$ cat config.mk
export PLATFORM = sky130hd
export DESIGN_NAME = cosmic_sound_latch
export DESIGN_NICKNAME = d
export VERILOG_FILES = /design/src/rtl/cosmic_sound_latch.sv
export SDC_FILE = /design/constraint.sdc
export NUM_CORES = 1
export LEC_CHECK = 0
export BUFFER_PORTS_ARGS = -buffer_cell sky130_fd_sc_hd__buf_2
export CORE_ASPECT_RATIO = 1.2
export CORE_MARGIN = 5
export CORE_UTILIZATION = 44
export DETAILED_ROUTE_END_ITERATION = 8
export MAX_ROUTING_LAYER = met4
export SYNTH_ARGS = -nofsm -noshare
export SYNTH_HDL_FRONTEND = slang
export SYNTH_SLANG_ARGS = --single-unit
$ cat constraint.sdc
create_clock -name CLK -period 3.14 [get_ports CLK]
set_input_delay 0.157 -clock CLK [delete_from_list [all_inputs] [get_ports CLK]]
set_output_delay 0.157 -clock CLK [all_outputs]
set_load 0.1 [all_outputs]
$ cat src/rtl/cosmic_sound_latch.sv
// Two 8-bit addressable sound latches (one 16-bit register) that turn CPU bit
// writes into fixed-width trigger and stop pulses for a samples player.
module cosmic_sound_latch #(
    parameter int          PULSE_LEN = 16,
    parameter logic [15:0] LOOP_MASK = 16'h0000,
    parameter int          EN_BIT    = 15
) (
    input  logic        CLK,
    input  logic        RESET,
    input  logic        CPU_WR,
    input  logic [3:0]  CPU_ADDR,
    input  logic        CPU_DATA0,
    output logic [15:0] O_SoundPort,
    output logic [15:0] O_SoundStop,
    output logic        O_Sound_EN,
    output logic [15:0] O_LATCH
);

    localparam logic [7:0] LOAD   = 8'(PULSE_LEN);
    localparam logic [3:0] EN_IDX = 4'(EN_BIT);

    logic [15:0] latch_q, latch_nxt;
    logic [7:0]  trig_cnt [16];
    logic [7:0]  stop_cnt [16];
    logic [7:0]  trig_nxt [16];
    logic [7:0]  stop_nxt [16];
    logic [15:0] port_q, stop_q;
    logic [15:0] sel, rise, fall;
    logic        old_bit, en_now, en_clear;

    // CPU_WR is a one-cycle strobe with no backpressure: every strobe is
    // accepted at the edge it is sampled on, and rise/fall are judged against
    // the latch contents (and enable) as they were before that edge.
    always_comb begin
        sel       = {15'b0, CPU_WR} << CPU_ADDR;
        old_bit   = latch_q[CPU_ADDR];
        en_now    = latch_q[EN_IDX];
        en_clear  = sel[EN_IDX] & old_bit & ~CPU_DATA0;
        latch_nxt = latch_q;
        if (CPU_WR)
            latch_nxt[CPU_ADDR] = CPU_DATA0;
        for (int i = 0; i < 16; i++) begin
            rise[i] = sel[i] & ~old_bit & CPU_DATA0 & en_now & (i != EN_BIT);
            fall[i] = sel[i] & old_bit & ~CPU_DATA0 & LOOP_MASK[i] & (i != EN_BIT);

            // Reload beats the decrement, so a retrigger never leaves a gap.
            if (fall[i] | en_clear)
                trig_nxt[i] = 8'd0;
            else if (rise[i])
                trig_nxt[i] = LOAD;
            else if (trig_cnt[i] != 8'd0)
                trig_nxt[i] = trig_cnt[i] - 8'd1;
            else
                trig_nxt[i] = 8'd0;

            if (fall[i] | (en_clear & LOOP_MASK[i] & latch_q[i] & (i != EN_BIT)))
                stop_nxt[i] = LOAD;
            else if (stop_cnt[i] != 8'd0)
                stop_nxt[i] = stop_cnt[i] - 8'd1;
            else
                stop_nxt[i] = 8'd0;
        end
    end

    always_ff @(posedge CLK) begin
        if (RESET) begin
            latch_q <= 16'h0000;
            port_q  <= 16'h0000;
            stop_q  <= 16'h0000;
            for (int i = 0; i < 16; i++) begin
                trig_cnt[i] <= 8'd0;
                stop_cnt[i] <= 8'd0;
            end
        end else begin
            latch_q <= latch_nxt;
            for (int i = 0; i < 16; i++) begin
                trig_cnt[i] <= trig_nxt[i];
                stop_cnt[i] <= stop_nxt[i];
                port_q[i]   <= (trig_nxt[i] != 8'd0);
                stop_q[i]   <= (stop_nxt[i] != 8'd0);
            end
        end
    end

    assign O_SoundPort = port_q;
    assign O_SoundStop = stop_q;
    assign O_Sound_EN  = latch_q[EN_IDX];
    assign O_LATCH     = latch_q;

endmodule

; Word-level counts from Yosys, hierarchy flattened
; Memory sizes are Yosys's and may differ from the RTL's.
; Cells that the tools add are included.
[word_totals]
latch_bits = 0
n_memories = 2
ram_bits = 256
romBits = 0
regBits = 48
inputBits = 8
out_inout_bits = 49
wordCells = 289
[op_classes]
magnitude_cmp = 2
muxes = 103
n_div = 0
n_reduce_logical = 65
mul = 0
shift = 1
n_eq_ne = 0
n_addsub = 32
bitwise = 81
[memory_table]
columns = name, words, width, rd, rd_ports_with_merged_regs, wr, line_no
row1 = stop_cnt, 16, 8, 16, 0, 16, 24  ; logic [7:0] stop_cnt [16];
row2 = trig_cnt, 16, 8, 16, 0, 16, 23  ; logic [7:0] trig_cnt [16];
[op_table]
columns = op, count
row1 = two-way mux 8 bit, 95
row2 = nonzero test 8 bit, 64
row3 = "subtractor 8 x 1 -> 8 bit, second input constant", 32
row4 = AND 1 bit, 47
row5 = bitwise OR 1 bit, 32
row6 = bitwise mux 16 bit, 1
row7 = << shifter 1 x 4 -> 16 bit, 1
row8 = "less-than comparator 4 x 5 -> 1 bit, second input constant", 1
row9 = two-way mux 1 bit, 5
row10 = binary-select mux 1 bit (select 4 bit), 1
row11 = demux 1 bit (select 4 bit), 1
row12 = "greater-or-equal comparator 4 x 1 -> 1 bit, second input constant", 1
row13 = inverter 1 bit, 2
row14 = logical AND 1 bit, 1

; Longest topological paths before layout
; Gate-level depths: netlist of the first run.
[depth]
word_depth = 9
ltp_mapped = 8
depth_no_buf = 7

; Worst setup path after synthesis of the first run
; Ideal clock, no wire load.
[synth_path]
path_type = reg2reg
from = reg latch_q[15], in the netlist O_LATCH[15]
to = mem trig_cnt[8][2], in the netlist trig_cnt[1][2]
stages_incl_launch_ff = 6
n_path_buf = 0
setup_slack_ps = 822
arrival_time_ps = 2193
cell_sequence = dfxtp_1 > nand2_1 > or2_2 > or4_1 > o211ai_2 > nor2_1
[synth_rtl]
columns = element, line_no
row1 = "start, declared", 22  ; logic [15:0] latch_q, latch_nxt;
row2 = "start signal, assigned", 75  ; latch_q <= latch_nxt;
row3 = "end, declared", 23

==> results.md, run 1 <==
* Status: completed
* Critical path capture point type: register
* Final hold vios at 0
* Post-CTS setup buffer count at 0
* Vias/cell at 5.08
* CP endpoint: trig_cnt[0][14]
* Post-Synthesis Net Count at 1620
* Die height at 202 um
* Top_reg_cell synth: dfxtp_1
* GRT met1 Usage at 0.185
* Overflow after GRT at 0
* Most frequent cells in the layout: nor2_1 (314), dfxtp_1 (304), nand2_1 (99)
* Detailed Routing Iterations Pass 1 at 6
* Rel. slew slack at 0.308
* R2R Path End: trig_cnt[0][14]
* Seq/Total Area, Yosys at 0.450
* Initial antenna violation count at 0
* Layout cells sized above 1 at 0.0869
* Avg WL per Cell at 12.5 um
* Worst Path Required at 3.52 ns
* Logic gate share of total power at 0.456
* CP max stage delay at 0.87 ns
* Net Switching at 7970 uW
* H-tree levels at 2
* Synth unique cells at 64
* IO Pins at 57
* Final HPWL DP at 17.8 mm
* Mean Syn Cell Area at 8.74 sq um
* Ys async rst share at 0
* Most common cell after layout, fill and taps aside: nor2_1
* Clk_skew at 0.0117 ns
* GR Layer Usage met2 at 0.258
* Min-delay src: CPU_ADDR[3]
* Layout Nets at 1686
* Yosys warning total at 0
* RSZ-0062 raised after global routing: false
* Busiest grt layer: met2
* WP data arrival at 2.87 ns
* Leakage power at 0.00635 uW
* WL final at 25.4 mm
* Crit path max fanout at 11
* Top post-synthesis cells by area: dfxtp_1 (45%), nor2_1 (8.7%), ha_1 (5.9%)
* Reg-to-reg slack, setup at 0.77 ns
* CP Launch Point: CPU_ADDR[2]
* Clock Pin Slew Worst Setup and Hold Paths at 0.06 ns
* Yosys reg bits at 304
* Cell count after synthesis at 1548
* Area Growth Syn to Fin at 13.0%
* Ant diodes at 0
* Core Region at 30400 sq um
* EDFF count, synth at 0
* Clk_lat worst skew at 0.50 ns
* Rows at 70
* Initial core utilization at 0.445
* Maximum clock rate at 0.402 GHz
* Final Util at 0.503
* Grt met3 use at 0.0241
* Vias in the first global route at 9953
* Synthesized area at 13500 sq um
* Fin crit period at 2.49 ns
* GPL Wtd Cong at 0.845
* Period Utilization, post-route at 0.792
* Tot GR Track Use at 0.152
* Setup TNS at 0 ns
* DR iter-0 viols at 512
* Remaining DRCs at 0
* Reg power frac at 0.342
* Post-synth top area share at 0.450
* CTS tree: done
* Die width at 170 um
* CP Launch Type: input port
* Reg2Reg Depth at 5
* Clock power share at 0.202
* MaxCap Viol Count at 0
* Hold Path Class: input port to register
* Clock root buffer: clkbuf_16
* Vias at 10321
* CTS buffer count at 34
* Worst Path Class, Setup: input port to register
* Filler instances at 2845
* Port-buffer cells at 56
* Clock sink count at 304
* VDD IR max at 0.000672 V
* Cell Pwr Density at 1240 nW/um^2
* Cells along the critical path: dlygate4sd3_1, buf_2, nand2_1, nor4b_1, nor2_2, buf_4, nand3_1, nor2_1
* Critical-path top delay cell: nor4b_1
* Largest net degree at the start of global routing at 48
* Final ANT Viol Nets at 0
* Final setup vio count at 0
* Internal Power at 11000 uW
* Fin. max-slew vios at 0
* Critical R2R Launch: O_LATCH[15]
* CTS Buffer Depth at 3
* Worst-Margin Slew at 1.02 ns
* Sw Ratio at 0.421
* Area leader, netlist: dfxtp_1
* Die area at 34400 sq um
* Hold_ws at 0.0326 ns
* First-pass GRT wire length at 44.4 mm
* Final worst-path setup slack at 0.654 ns
* Dpl ws at 0.538 ns
==> power groups by stage <==
| stage | Combinational, uW | Sequential (uW) | Clock [uW] |
|---|---|---|---|
| finish | 8630 | 6480 | 3820 |
| global route | 9760 | 6690 | 4140 |
| CTS | 8730 | 6480 | 3990 |
| detailed placement | 8660 | 6540 | 0 |
| global placement | 8540 | 6530 | 0 |
| floorplan | 5990 | 7690 | 0 |
==> layer usage <==
metal  vias to the layer above  wire length, um
met5                         -                0
met4                         0              564
met3                        48              817
met2                        99            12300
met1                      4784            11700
li1                       5390                -
==> synthesized netlist by cell type (4+ instances only) <==
master / n
nor2_1: 315
dfxtp_1: 304
nand2_1: 99
xnor2_1: 89
nor3_1: 79
inv_1: 78
xor2_1: 78
a21oi_1: 66
ha_1: 64
o21ai_0: 32
nand3_1: 28
nor2b_1: 26
nor4_1: 26
nand3b_1: 22
nand4_1: 17
clkbuf_1: 16
or3_1: 16
o22ai_1: 14
nor4b_1: 13
nor3b_1: 12
o31ai_1: 11
a31oi_1: 10
or4_1: 10
mux2i_1: 9
nand2b_1: 9
a31o_2: 7
and3_1: 7
and4_1: 7
nand3_2: 7
a21o_1: 6
buf_2: 6
or2_2: 6
nand4b_1: 5
a41oi_1: 4
and2_1: 4
and4b_1: 4
buf_1: 4
==> critical path: cells and delay by family <==
kind,cells,cell delay (ns)
simple gates,5,1.67
buf+inv,3,1.03
==> state kept, by name, summed over array words and instances, names as in the netlist <==
register     count
stop_cnt       128
trig_cnt       128
O_LATCH         16
O_SoundStop     16
O_SoundPort     16
==> worst min path at each step <==
stage | endpoint | slack, ns | cells after the start
floorplan | stop_cnt[0][8] | 0.41 | 1
global placement | stop_cnt[0][8] | 0.43 | 1
detailed placement | stop_cnt[0][8] | 0.43 | 1
CTS | O_LATCH[15] | 0.004 | 3
global route | O_LATCH[15] | 0.03 | 3
finish | O_LATCH[15] | 0.03 | 3
==> stage by stage <==
step,instance area [sq um],std cells,power (uW)
6_report,15300,2031,18900
5_1_grt,15300,2031,20600
4_1_cts,15300,2031,19200
3_5_place_dp,14200,1973,15200
3_3_place_gp,14200,1973,15100
2_1_floorplan,13500,1548,13700
==> layout make-up <==
cell class                      count  area [sq um]  area share
Inverter                           78           293      0.0192
Sequential cell                   304          6090       0.398
Clock buffer                       51          1030      0.0673
Tap cell                          396           495      0.0324
Clock inverter                      6          58.8     0.00385
Multi-Input combinational cell   1137          7020       0.459
Timing Repair Buffer               59           308      0.0201
==> kinds of logic (layout without fill, tap and decap cells) <==
logic type | count (synthesis) | after routing | synth area share
XOR/XNOR | 167 | 167 | 0.108
AO/OA/AOI/OAI | 172 | 172 | 0.0794
adder cells (fa/ha/maj) | 64 | 64 | 0.0592
AND/OR/NAND/NOR | 724 | 724 | 0.264
buffers and inverters | 107 | 194 | 0.0314
multiplexers | 10 | 10 | 0.00833
flip-flops | 304 | 304 | 0.450
==> repair_timing <==
action                                 CTS  global route
endpoints found under the hold margin    2             0
hold buffers                             1             0
gates resized for setup                  0             0
No activity file was read; power rests on OpenSTA's default activity.
==> run 2, diff against run 1 <==
--- a/config.mk
+++ b/config.mk
@@ -5,6 +5,7 @@
 export SDC_FILE = /design/constraint.sdc
 export NUM_CORES = 1
 export LEC_CHECK = 0
+export ABC_AREA = 1
 export BUFFER_PORTS_ARGS = -buffer_cell sky130_fd_sc_hd__buf_2
 export CORE_ASPECT_RATIO = 1.2
 export CORE_MARGIN = 5
==> constraint.sdc (replaced) <==
create_clock -name CLK -period 2.5 [get_ports CLK]
set_input_delay 0.125 -clock CLK [delete_from_list [all_inputs] [get_ports CLK]]
set_output_delay 0.125 -clock CLK [all_outputs]
set_load 0.1 [all_outputs]
==> results.md, run 2 <==
* RSZ-0062 raised after global routing: false
* Remaining DRCs at 0 (unchanged)
* Worst Path Class, Setup: register to register
* EDFF count, synth at 0 (unchanged)
* CTS buffer count at 31 (-8.8%)
* Core Region at 35800 sq um (+18%)
* Post-synth top area share at 0.383 (-0.0673)
* Worst-Margin Slew at 0.870 ns (-0.153 ns)
* Final HPWL DP at 24.8 mm (+40%)
* CP Launch Type: register
* MaxCap Viol Count at 0 (unchanged)
* Count leader, synth: nor2_1
* Mean Syn Cell Area at 6.76 sq um (-23%)
* Crit path max fanout at 12 (+1)
* Worst Path Required at 2.94 ns (-0.58 ns)
* Cells after DPL at 2822 (+43%)
* Final ANT Viol Nets at 0 (unchanged)
* Tot GR Track Use at 0.175 (+0.0229)
* WP data arrival at 2.52 ns (-0.35 ns)
* Detailed Routing Iterations Pass 1 at 5 (-1)
* Yosys warning total at 0 (unchanged)
* Area Growth Syn to Fin at 10.4%
* Initial antenna violation count at 1 (+1)
* Busiest grt layer: met2
* Post-CTS setup buffer count at 0 (unchanged)
* DR iter-0 viols at 644 (+26%)
* Top post-synthesis cells by area: dfxtp_1 (38%), nor2_1 (13%), nand2_1 (8.7%)
* Clock root buffer: clkbuf_16
* Clk_skew at 0.00725 ns (-0.00443 ns)
* IO Pins at 57 (unchanged)
* Yosys reg bits at 304 (unchanged)
* CTS Buffer Depth at 3 (unchanged)
* Filler instances at 3586 (+26%)
* Ys async rst share at 0 (unchanged)
* CTS tree: done
* Placed Area at 16600 sq um (+17%)
* H-tree levels at 1 (-1)
* Area leader, netlist: dfxtp_1
* Hold Path Class: input port to register
* Grt met3 use at 0.0300 (+0.00590)
* Vias at 14483 (+40%)
* Clock Pin Slew Worst Setup and Hold Paths at 0.06 ns (about the same)
* Overflow after GRT at 0 (unchanged)
* Layout Nets at 2461 (+46%)
* Maximum clock rate at 0.480 GHz
* Die height at 218 um (+8.0%)
* Multi-input logic area at 8330 sq um (+19%)
* Die area at 40100 sq um (+17%)
* Rows at 76 (+8.6%)
* Rel. slew slack at 0.419 (+0.111)
* Hold_ws at 0.0801 ns (+0.0475 ns)
* Post-Synthesis Net Count at 2423 (+50%)
* Cell count after synthesis at 2351 (+52%)
* Setup TNS at 0 ns (unchanged)
* Fin crit period at 2.08 ns
* Vias/cell at 5.03 (-1.0%)
* Finished Cell Area at 17600 sq um (+15%)
* WL final at 34.4 mm (+36%)
* Most instantiated cells after synthesis: nor2_1 (550), nand2_1 (370), dfxtp_1 (304)
* Die width at 184 um (+7.9%)
* Clk_lat worst skew at 0.56 ns (+0.06 ns)
* Biggest regs: stop_cnt (128), trig_cnt (128)
* Seq/Total Area, Yosys at 0.383 (-0.0673)
* Final hold vios at 0 (unchanged)
* Top_reg_cell synth: dfxtp_1
* GR Layer Usage met2 at 0.309 (+0.0510)
* Synth unique cells at 42 (-34%)
* Critical path capture point type: register
* Fin. max-slew vios at 0 (unchanged)
* Final setup vio count at 0 (unchanged)
* Most common cell after layout, fill and taps aside: nor2_1
* Largest net degree at the start of global routing at 172 (+260%)
* GPL Wtd Cong at 0.876 (+3.6%)
* Layout cells sized above 1 at 0.0618 (-0.0250)
* Most frequent cells in the layout: nor2_1 (550), nand2_1 (370), dfxtp_1 (304)
* Fin cells at 2879 (+42%)
* Period Utilization, post-route at 0.834
* Avg WL per Cell at 12.0 um (-4.4%)
* Synthesized area at 15900 sq um (+18%)
* Vias in the first global route at 13833 (+39%)
* Initial core utilization at 0.444 (-0.00143)
* GRT met1 Usage at 0.202 (+0.0166)
* Port-buffer cells at 56 (unchanged)
* Clock sink count at 304 (unchanged)
* Status: completed
* First-pass GRT wire length at 59.6 mm (+34%)
* Register area at 6090 sq um (unchanged)
## run 2: changes by cell type after synthesis, moves of 16 or more
cell      delta
nand3_1    +204
clkbuf_1    +19
nor2b_1     -26
nand3b_1    -21
nor2_1     +235
o21ai_0     +61
nand2_1    +271
inv_1      +224
or3_1       -16
buf_4       +23
o211ai_1    +33
xnor2_1     -79
xor2_1      -52
## run 2: area by class of cell
cell class / count / share of cell area
Antenna cell: 1 / 0.000142
Clock buffer: 48 / 0.0518
Clock inverter: 6 / 0.00335
Inverter: 304 / 0.0650
Multi-Input combinational cell: 1676 / 0.474
Sequential cell: 304 / 0.347
Tap cell: 468 / 0.0333
Timing Repair Buffer: 72 / 0.0258
## run 2: per-stage QoR
step	setup slack (ns)	utilization
2_1_floorplan	0.247	-
5_1_grt	0.159	0.490
3_3_place_gp	0.470	0.462
4_1_cts	0.441	0.490
3_5_place_dp	0.426	0.462
6_report	0.416	0.490
## run 2: cell families after synthesis
family                   after synthesis  share of synthesized area
XOR/XNOR                              36                     0.0198
AND/OR/NAND/NOR                     1343                      0.367
adder cells (fa/ha/maj)               64                     0.0504
buffers and inverters                371                     0.0943
flip-flops                           304                      0.383
AO/OA/AOI/OAI                        233                     0.0854
## run 2: final timing paths
kind / startpoint / end / slack [ns] / cells past startpoint
max reg2reg: O_LATCH[15] / O_SoundPort[13] / 0.42 / 14
min: CPU_ADDR[2] / O_LATCH[4] / 0.08 / 4
min reg2reg: stop_cnt[0][8] / stop_cnt[0][8] / 0.45 / 1
max: O_LATCH[15] / O_SoundPort[13] / 0.42 / 14
## run 2: repair_timing
item                       CTS  global route
setup endpoints to repair    0             0
hold endpoints to repair    41             0
hold buffers                 2             0
gates resized for setup      0             0
## run 2: per-layer routing
| metal | vias up | wire length [um] |
|---|---|---|
| met4 | 0 | 737 |
| li1 | 7650 | - |
| met2 | 204 | 16700 |
| met1 | 6574 | 15400 |
| met5 | - | 0 |
| met3 | 55 | 1530 |
## run 2: critical path, cell delays in order (launching register included)
cell and delay, ns:
dfxtp_1 0.48, nand2_1 0.08, nand2_1 0.07, nand2_1 0.04, nand2_1 0.06, nand2_1 0.04
nand2_1 0.14, nor2_2 0.06, buf_4 0.20, nand2_1 0.29, o21ai_0 0.17, nand2_1 0.12
nand3_1 0.07, nor2_1 0.09, nor2_1 0.04
Power of run 2 is left out: the tool's default activity adds up to more than one toggle a clock period on the data nets, which glitch-free logic cannot reach.
